## config.mk

```make
export PLATFORM = sky130hd
export DESIGN_NAME = local_history_predictor
export DESIGN_NICKNAME = d
export VERILOG_FILES = /design/src/rtl/predictor_pkg.sv /design/src/rtl/predictor_row.sv /design/src/rtl/local_history_predictor.sv
export SDC_FILE = /design/constraint.sdc
export NUM_CORES = 1
export LEC_CHECK = 0
export CAP_MARGIN = 20
export CORE_MARGIN = 2
export CORE_UTILIZATION = 30
export DETAILED_ROUTE_END_ITERATION = 8
export PLACE_DENSITY = 0.53
export SYNTH_ARGS = -nofsm -noshare
export SYNTH_HDL_FRONTEND = slang
export SYNTH_HIERARCHICAL = 1
export SYNTH_SLANG_ARGS = --single-unit
```

## constraint.sdc

```tcl
create_clock -name clk -period 4.2 [get_ports clk]
set_input_delay 1.05 -clock clk [delete_from_list [all_inputs] [get_ports clk]]
set_output_delay 1.05 -clock clk [all_outputs]
set_load 0.005 [all_outputs]
```

## src/rtl/predictor_pkg.sv

```systemverilog
`default_nettype none
// ============================================================================
// Module      : predictor_pkg
// Description : Shared types and helpers for the local-history predictor.
//               Holds the init/run state encoding and the saturating-counter
//               helpers. The helpers take the counter width as an argument
//               and work on 32-bit values; callers truncate to their width.
// Revision    : 1.0 - initial parametrised release
// ============================================================================
package predictor_pkg;

    typedef enum logic [0:0] {
        ST_INIT = 1'b0,
        ST_RUN  = 1'b1
    } state_t;

    // Largest value representable in a w-bit counter.
    function automatic logic [31:0] ctr_max(input int unsigned w);
        return 32'((64'd1 << w) - 64'd1);
    endfunction

    function automatic logic [31:0] sat_inc(input logic [31:0] v, input int unsigned w);
        logic [31:0] lim;
        lim = ctr_max(w);
        return (v >= lim) ? lim : v + 32'd1;
    endfunction

    function automatic logic [31:0] sat_dec(input logic [31:0] v, input int unsigned w);
        return (v == 32'd0) ? 32'd0 : v - 32'd1;
    endfunction

    // Weakly not-taken: the largest value whose MSB is still 0.
    function automatic logic [31:0] weak_nt(input int unsigned w);
        return 32'((64'd1 << (w - 1)) - 64'd1);
    endfunction

endpackage : predictor_pkg
`default_nettype wire

```

## src/rtl/predictor_row.sv

```systemverilog
`default_nettype none
// ============================================================================
// Module      : predictor_row
// Description : One predictor row of 2**HIST_W saturating counters.
//               clear rewrites every column to weakly-not-taken and takes
//               priority over a same-cycle update. Counters carry no reset;
//               the owner initialises them by sweeping clear.
// Ports       : clk       - clock
//               clear     - rewrite all columns to weakly-not-taken
//               upd_en    - apply a saturating step to column upd_col
//               upd_col   - column to update
//               upd_taken - 1 increments, 0 decrements
//               ctrs      - all counters, column c at [c*CTR_W +: CTR_W]
// Revision    : 1.0 - initial parametrised release
// ============================================================================
module predictor_row
    import predictor_pkg::*;
#(
    parameter int HIST_W = 3,
    parameter int CTR_W  = 2
) (
    input  logic                           clk,
    input  logic                           clear,
    input  logic                           upd_en,
    input  logic [HIST_W-1:0]              upd_col,
    input  logic                           upd_taken,
    output logic [(2**HIST_W)*CTR_W-1:0]   ctrs
);

    localparam int               c_COLS    = 2**HIST_W;
    localparam logic [CTR_W-1:0] c_WEAK_NT = CTR_W'(weak_nt(CTR_W));

    logic [c_COLS-1:0][CTR_W-1:0] r_ctr;
    logic [CTR_W-1:0]             w_next;

    always_comb begin
        w_next = r_ctr[upd_col];
        if (upd_taken) begin
            w_next = CTR_W'(sat_inc(32'(r_ctr[upd_col]), CTR_W));
        end else begin
            w_next = CTR_W'(sat_dec(32'(r_ctr[upd_col]), CTR_W));
        end
    end

    always_ff @(posedge clk) begin
        if (clear) begin
            r_ctr <= {c_COLS{c_WEAK_NT}};
        end else if (upd_en) begin
            r_ctr[upd_col] <= w_next;
        end
    end

    assign ctrs = r_ctr;

endmodule : predictor_row
`default_nettype wire

```

## src/rtl/local_history_predictor.sv

```systemverilog
`default_nettype none
// ============================================================================
// Module      : local_history_predictor
// Description : Local-history branch predictor. Rows of saturating counters
//               are selected by PC low bits, columns by branch history.
//               After rst an INIT sweep writes every row to weakly-not-taken,
//               then ready rises. Lookups have one cycle of latency with a
//               write-first bypass of same-cycle evicts/updates.
//               Optional statistics: define PREDICTOR_STATS_EN.
// Ports       : clk, rst                 - clock, sync active-high reset
//               lk_valid/lk_pc/lk_hist   - lookup request
//               pred_valid/taken/ctr     - registered lookup result
//               upd_valid/pc/hist/taken  - resolved-branch update
//               evict/evict_pc           - reinitialise one row
//               ready                    - table initialised
//               stat_updates/mispred     - statistics (0 unless enabled)
// Revision    : 1.0 - initial parametrised release
// ============================================================================
module local_history_predictor
    import predictor_pkg::*;
#(
    parameter int PC_W   = 10,
    parameter int IDX_W  = 4,
    parameter int HIST_W = 3,
    parameter int CTR_W  = 2
) (
    input  logic              clk,
    input  logic              rst,
    input  logic              lk_valid,
    input  logic [PC_W-1:0]   lk_pc,
    input  logic [HIST_W-1:0] lk_hist,
    output logic              pred_valid,
    output logic              pred_taken,
    output logic [CTR_W-1:0]  pred_ctr,
    input  logic              upd_valid,
    input  logic [PC_W-1:0]   upd_pc,
    input  logic [HIST_W-1:0] upd_hist,
    input  logic              upd_taken,
    input  logic              evict,
    input  logic [PC_W-1:0]   evict_pc,
    output logic              ready,
    output logic [31:0]       stat_updates,
    output logic [31:0]       stat_mispred
);

    localparam int               c_ROWS    = 2**IDX_W;
    localparam int               c_COLS    = 2**HIST_W;
    localparam logic [CTR_W-1:0] c_WEAK_NT = CTR_W'(weak_nt(CTR_W));
    localparam logic [IDX_W-1:0] c_LAST    = IDX_W'(c_ROWS - 1);

    state_t           r_state, w_state_next;
    logic [IDX_W-1:0] r_sweep_row, w_sweep_next;
    logic             r_ready;
    logic             r_pred_valid, r_pred_taken;
    logic [CTR_W-1:0] r_pred_ctr;

    logic [IDX_W-1:0] w_lk_row, w_upd_row, w_evict_row;
    logic             w_sweeping, w_upd_ok, w_evict_ok, w_upd_apply;
    logic [CTR_W-1:0] w_upd_old, w_upd_new, w_lk_stored, w_lk_value;
    logic [c_ROWS-1:0] w_clear, w_upd_en;
    logic [c_ROWS-1:0][c_COLS*CTR_W-1:0] w_row_ctrs;
    logic             w_unused_pc_hi;

    assign w_lk_row    = lk_pc[IDX_W-1:0];
    assign w_upd_row   = upd_pc[IDX_W-1:0];
    assign w_evict_row = evict_pc[IDX_W-1:0];
    // Tag-less table: the upper PC bits are deliberately ignored (aliasing).
    assign w_unused_pc_hi = &{lk_pc[PC_W-1:IDX_W], upd_pc[PC_W-1:IDX_W],
                              evict_pc[PC_W-1:IDX_W]};

    // Traffic is accepted only once ready is visible and not under reset,
    // so nothing leaks in during the cycle the FSM flips to RUN.
    assign w_sweeping  = (r_state == ST_INIT) && !rst;
    assign w_evict_ok  = evict && r_ready && !rst;
    assign w_upd_ok    = upd_valid && r_ready && !rst;
    // An evict of the same row wins and discards the update.
    assign w_upd_apply = w_upd_ok && !(w_evict_ok && (w_evict_row == w_upd_row));

    // ---------------------------------------------------------------- FSM
    always_ff @(posedge clk) begin
        if (rst) begin
            r_state     <= ST_INIT;
            r_sweep_row <= '0;
            r_ready     <= 1'b0;
        end else begin
            r_state     <= w_state_next;
            r_sweep_row <= w_sweep_next;
            r_ready     <= (r_state == ST_RUN);
        end
    end

    always_comb begin
        w_state_next = r_state;
        w_sweep_next = r_sweep_row;
        case (r_state)
            ST_INIT: begin
                w_sweep_next = r_sweep_row + 1'b1;
                if (r_sweep_row == c_LAST) begin
                    w_state_next = ST_RUN;
                end
            end
            ST_RUN:  w_state_next = ST_RUN;
            default: w_state_next = ST_INIT;
        endcase
    end

    // ------------------------------------------------------- row controls
    always_comb begin
        w_clear  = '0;
        w_upd_en = '0;
        for (int i = 0; i < c_ROWS; i++) begin
            w_clear[i]  = (w_sweeping && (r_sweep_row == IDX_W'(i))) ||
                          (w_evict_ok && (w_evict_row == IDX_W'(i)));
            w_upd_en[i] = w_upd_apply && (w_upd_row == IDX_W'(i));
        end
    end

    for (genvar gi = 0; gi < c_ROWS; gi++) begin : g_rows
        predictor_row #(
            .HIST_W (HIST_W),
            .CTR_W  (CTR_W)
        ) u_row (
            .clk       (clk),
            .clear     (w_clear[gi]),
            .upd_en    (w_upd_en[gi]),
            .upd_col   (upd_hist),
            .upd_taken (upd_taken),
            .ctrs      (w_row_ctrs[gi])
        );
    end

    // ---------------------------------------------- lookup with bypass
    always_comb begin
        w_upd_old   = w_row_ctrs[w_upd_row][upd_hist*CTR_W +: CTR_W];
        w_upd_new   = upd_taken ? CTR_W'(sat_inc(32'(w_upd_old), CTR_W))
                                : CTR_W'(sat_dec(32'(w_upd_old), CTR_W));
        w_lk_stored = w_row_ctrs[w_lk_row][lk_hist*CTR_W +: CTR_W];
        w_lk_value  = w_lk_stored;
        if (w_evict_ok && (w_evict_row == w_lk_row)) begin
            w_lk_value = c_WEAK_NT;
        end else if (w_upd_apply && (w_upd_row == w_lk_row) && (upd_hist == lk_hist)) begin
            w_lk_value = w_upd_new;
        end
    end

    always_ff @(posedge clk) begin
        if (rst) begin
            r_pred_valid <= 1'b0;
            r_pred_taken <= 1'b0;
            r_pred_ctr   <= '0;
        end else begin
            r_pred_valid <= lk_valid && r_ready;
            if (lk_valid && r_ready) begin
                r_pred_ctr   <= w_lk_value;
                r_pred_taken <= w_lk_value[CTR_W-1];
            end
        end
    end

    assign pred_valid = r_pred_valid;
    assign pred_taken = r_pred_taken;
    assign pred_ctr   = r_pred_ctr;
    assign ready      = r_ready;

    // ------------------------------------------------------- statistics
`ifdef PREDICTOR_STATS_EN
    logic [31:0] r_stat_updates, r_stat_mispred;

    always_ff @(posedge clk) begin
        if (rst) begin
            r_stat_updates <= '0;
            r_stat_mispred <= '0;
        end else if (w_upd_apply) begin
            r_stat_updates <= r_stat_updates + 32'd1;
            if (w_upd_old[CTR_W-1] != upd_taken) begin
                r_stat_mispred <= r_stat_mispred + 32'd1;
            end
        end
    end

    assign stat_updates = r_stat_updates;
    assign stat_mispred = r_stat_mispred;
`else
    assign stat_updates = '0;
    assign stat_mispred = '0;
`endif

endmodule : local_history_predictor
`default_nettype wire

```

==> out/metrics.yaml <==
clock_tree:
  cts_max_path_buffers: 3
  path_clk_slew_ns: 0.05
  numCtsBuffers: 36
  cts-resized-gates: 0
  post_cts_buffers: 0
  cts_tree: "done"
  clock-sinks: 265
  cts_root_buf: "clkbuf_16"
  postCtsHoldBufs: 0
  ctsHtreeMaxLevel: 2
  clkLatencyLatePin_ns: 0.55
synthesis:
  yosysSeqAreaShare: 0.249
  async_flop_share: 0
  postSynthCellCount: 2331
  synth.cell_area_um2: 21300
  syn_avg_cell_area_um2: 9.15
  synth_ff_type: "dfxtp_1"
  yosysWarnings: 6
  synth_edf_count: 0
  ys_ff_latch: 265
  yosys.cell_types.count: 87
power_and_ir_drop:
  power_mw: 7.67
  p_sw_mw: 2.41
  power_frac_clock: 0.397
  p_sw_frac: 0.314
  power_density_nw_per_um2: 327
  comb_power_share: 0.210
  internal_power_mw: 5.26
  leakagePower_nw: 8.80
  vdd_drop_max_v: 0.000242
  sequentialPowerShare: 0.394
cells_and_area:
  final_nets: 2403
  diodes: 0
  syn_to_final_growth_pct: 9.98
  final_common_cell: "dfxtp_1"
  fin_cells: 3322
  utilization: 0.334
  drive_above_1_share: 0.238
  fin_area_um2: 23400
  final_cell_mix: "265 x dfxtp_1, 254 x nand2_1, 253 x a21oi_1"
timing:
  period_share: 0.834
  clock_skew_ns: 0.0115
  fin_tns_setup_ns: 0
  finalSetupViolCount: 0
  post-route-min-period_ns: 3.50
  grt_setup_unrepaired: "false"
  timing.fmax_ghz: 0.285
  hold_viol_final: 0
  slew_headroom: 0.256
  final_max_slew_viol_count: 0
  tightest_slew_ns: 1.12
placed_design:
  gp_congestion: 0.941
  place_area_um2: 22300
  dpl.cell_count: 3259
  port_buffers: 28
  dp_hpwl_um: 55700
global_routing:
  grt_pass1_wl_um: 112000
  grt_max_degree: 81
  antenna_found_initial: 2
  track_usage: 0.196
  grt_pass1_vias: 18200
  gr-total-overflow: 0
floorplanning:
  rows: 97
  fp.dieW_um: 271
  dieArea_um2: 73200
  core_um2: 70100
  fp.dieH_um: 271
  io-pin-count: 111
  initial_core_util: 0.304
critical_path:
  cp.required_ns: 4.68
  startpoint_type: "input port"
  endpoint: "g_rows[8].u_row/ctrs[5]"
  rr_worst_depth: 13
  crit_path_top_delay_cell: "clkdlybuf4s50_1"
  critPathMaxFanout: 5
  r2r_end: "g_rows[8].u_row/ctrs[5]"
  path_cells: "clkdlybuf4s50_1 > buf_12 > xor2_1 > nor3_1 > a31oi_1 > buf_4 > nor2b_1 > nand2b_1 > buf_4 > nor2_1 > nor2b_1 > nand2_1 > inv_1 > o2111ai_1 > a21oi_1"
  crit_type: "in2reg"
  worstSetupStartpoint: "upd_pc[3]"
  reg2reg_from: "ready"
  crit_path_end_kind: "flop"
  ff2ff_setup_slack_ns: 1.46
  worstPathArrival_ns: 3.99
  worst_path_largest_cell_delay_ns: 0.51
route:
  drt-initial-drc-count: 2076
  drt-total-wl_um: 74100
  drc_errors: 0
  routedWlPerCell_um: 22.3
  vias: 19300
  drtAntennaViolNets: 0
  via_per_inst: 5.80
  firstDrtPassIters: 6
hold_path:
  holdCritPathClass: "reg2reg"
flow_run:
  max_cap_violations: 0
status:
  status: "finished, final reports clean"
## per-layer routing
layer	GRT usage	part of all wire	vias up
met5	0	0	-
met4	0.0808	0.042	0
met3	0.0261	0.062	146
met2	0.314	0.46	760
met1	0.265	0.44	9494
li1	-	-	8858
## stage by stage
stage               setup slack [ns]  hold WS (ns)
floorplan                      0.687         0.450
global placement               0.134         0.472
detailed placement             0.165         0.475
CTS                            0.745         0.482
global route                   0.495         0.507
finish                         0.696         0.477
## critical path, delay by kind of cell
kind | cells | cell delay (ns)
xor gates and xnor gates | 1 | 0.15
buffers and inverters | 5 | 1.09
AOI/OAI and AO/OA | 3 | 0.44
and+or+nand+nor | 6 | 1.24
## layout make-up
class	count	area, um2
Fill cell	7276	46700
Multi-Input combinational cell	1813	14200
Sequential cell	265	5310
Tap cell	940	1180
Timing Repair Buffer	132	1160
Clock buffer	55	1090
Inverter	109	409
Clock inverter	8	65.1
## flip-flops by register name (all words and copies together), names as in the netlist
signal / cells
r_state: 1
ready: 1
g_rows.u_row/ctrs: 256
pred_valid: 1
r_sweep_row: 4
pred_taken: 1
pred_ctr: 1
## logic make-up after synthesis
kind of cell,synth area share
mux,0.194
xor+xnor,0.00740
compound gates,0.248
flops,0.249
buf+inv,0.0945
simple gates,0.194
fa+ha+maj,0.0124
other cells,0.000176
## power groups by stage
stage          Combinational [mW]  Sequential (mW)  Clock, mW
2_1_floorplan                1.30             2.90          0
3_3_place_gp                 1.57             3.05          0
3_5_place_dp                 1.59             3.06          0
4_1_cts                      1.59             3.01       3.11
5_1_grt                      1.72             3.03       3.22
6_report                     1.61             3.02       3.04
## cell usage after synthesis, types with 18 or more instances
master,number,area share
o21ai_0,19,0.0045
nor2_1,95,0.017
buf_4,75,0.026
buf_2,40,0.0094
nand4_1,48,0.014
buf_6,37,0.020
mux2_1,43,0.023
o2111ai_1,114,0.047
nor3_1,44,0.010
a211oi_1,19,0.0067
a22oi_1,18,0.0063
nand3_1,87,0.020
mux2i_1,71,0.033
o21ai_2,112,0.046
inv_1,109,0.019
o22ai_1,29,0.0085
nand2b_1,30,0.0088
a21oi_1,253,0.059
mux2_2,33,0.017
dfxtp_1,265,0.25
nand2_1,254,0.045
a32oi_2,28,0.021
nor2b_1,61,0.018
clkbuf_1,19,0.0033
mux4_2,99,0.10
## worst min-delay path by stage
| stage | slack (ns) | depth (start not counted) | end | from |
|---|---|---|---|---|
| 6_report | 0.48 | 2 | g_rows[10].u_row/ctrs[13] | g_rows[10].u_row/ctrs[13] |
| 5_1_grt | 0.51 | 2 | g_rows[10].u_row/ctrs[13] | g_rows[10].u_row/ctrs[13] |
| 4_1_cts | 0.48 | 2 | g_rows[10].u_row/ctrs[13] | g_rows[10].u_row/ctrs[13] |
| 3_3_place_gp | 0.47 | 2 | g_rows[6].u_row/ctrs[13] | g_rows[6].u_row/ctrs[13] |
| 2_1_floorplan | 0.45 | 2 | g_rows[10].u_row/ctrs[9] | g_rows[10].u_row/ctrs[9] |
| 3_5_place_dp | 0.47 | 2 | g_rows[10].u_row/ctrs[13] | g_rows[10].u_row/ctrs[13] |
No activity file was read; power rests on OpenSTA's default activity.
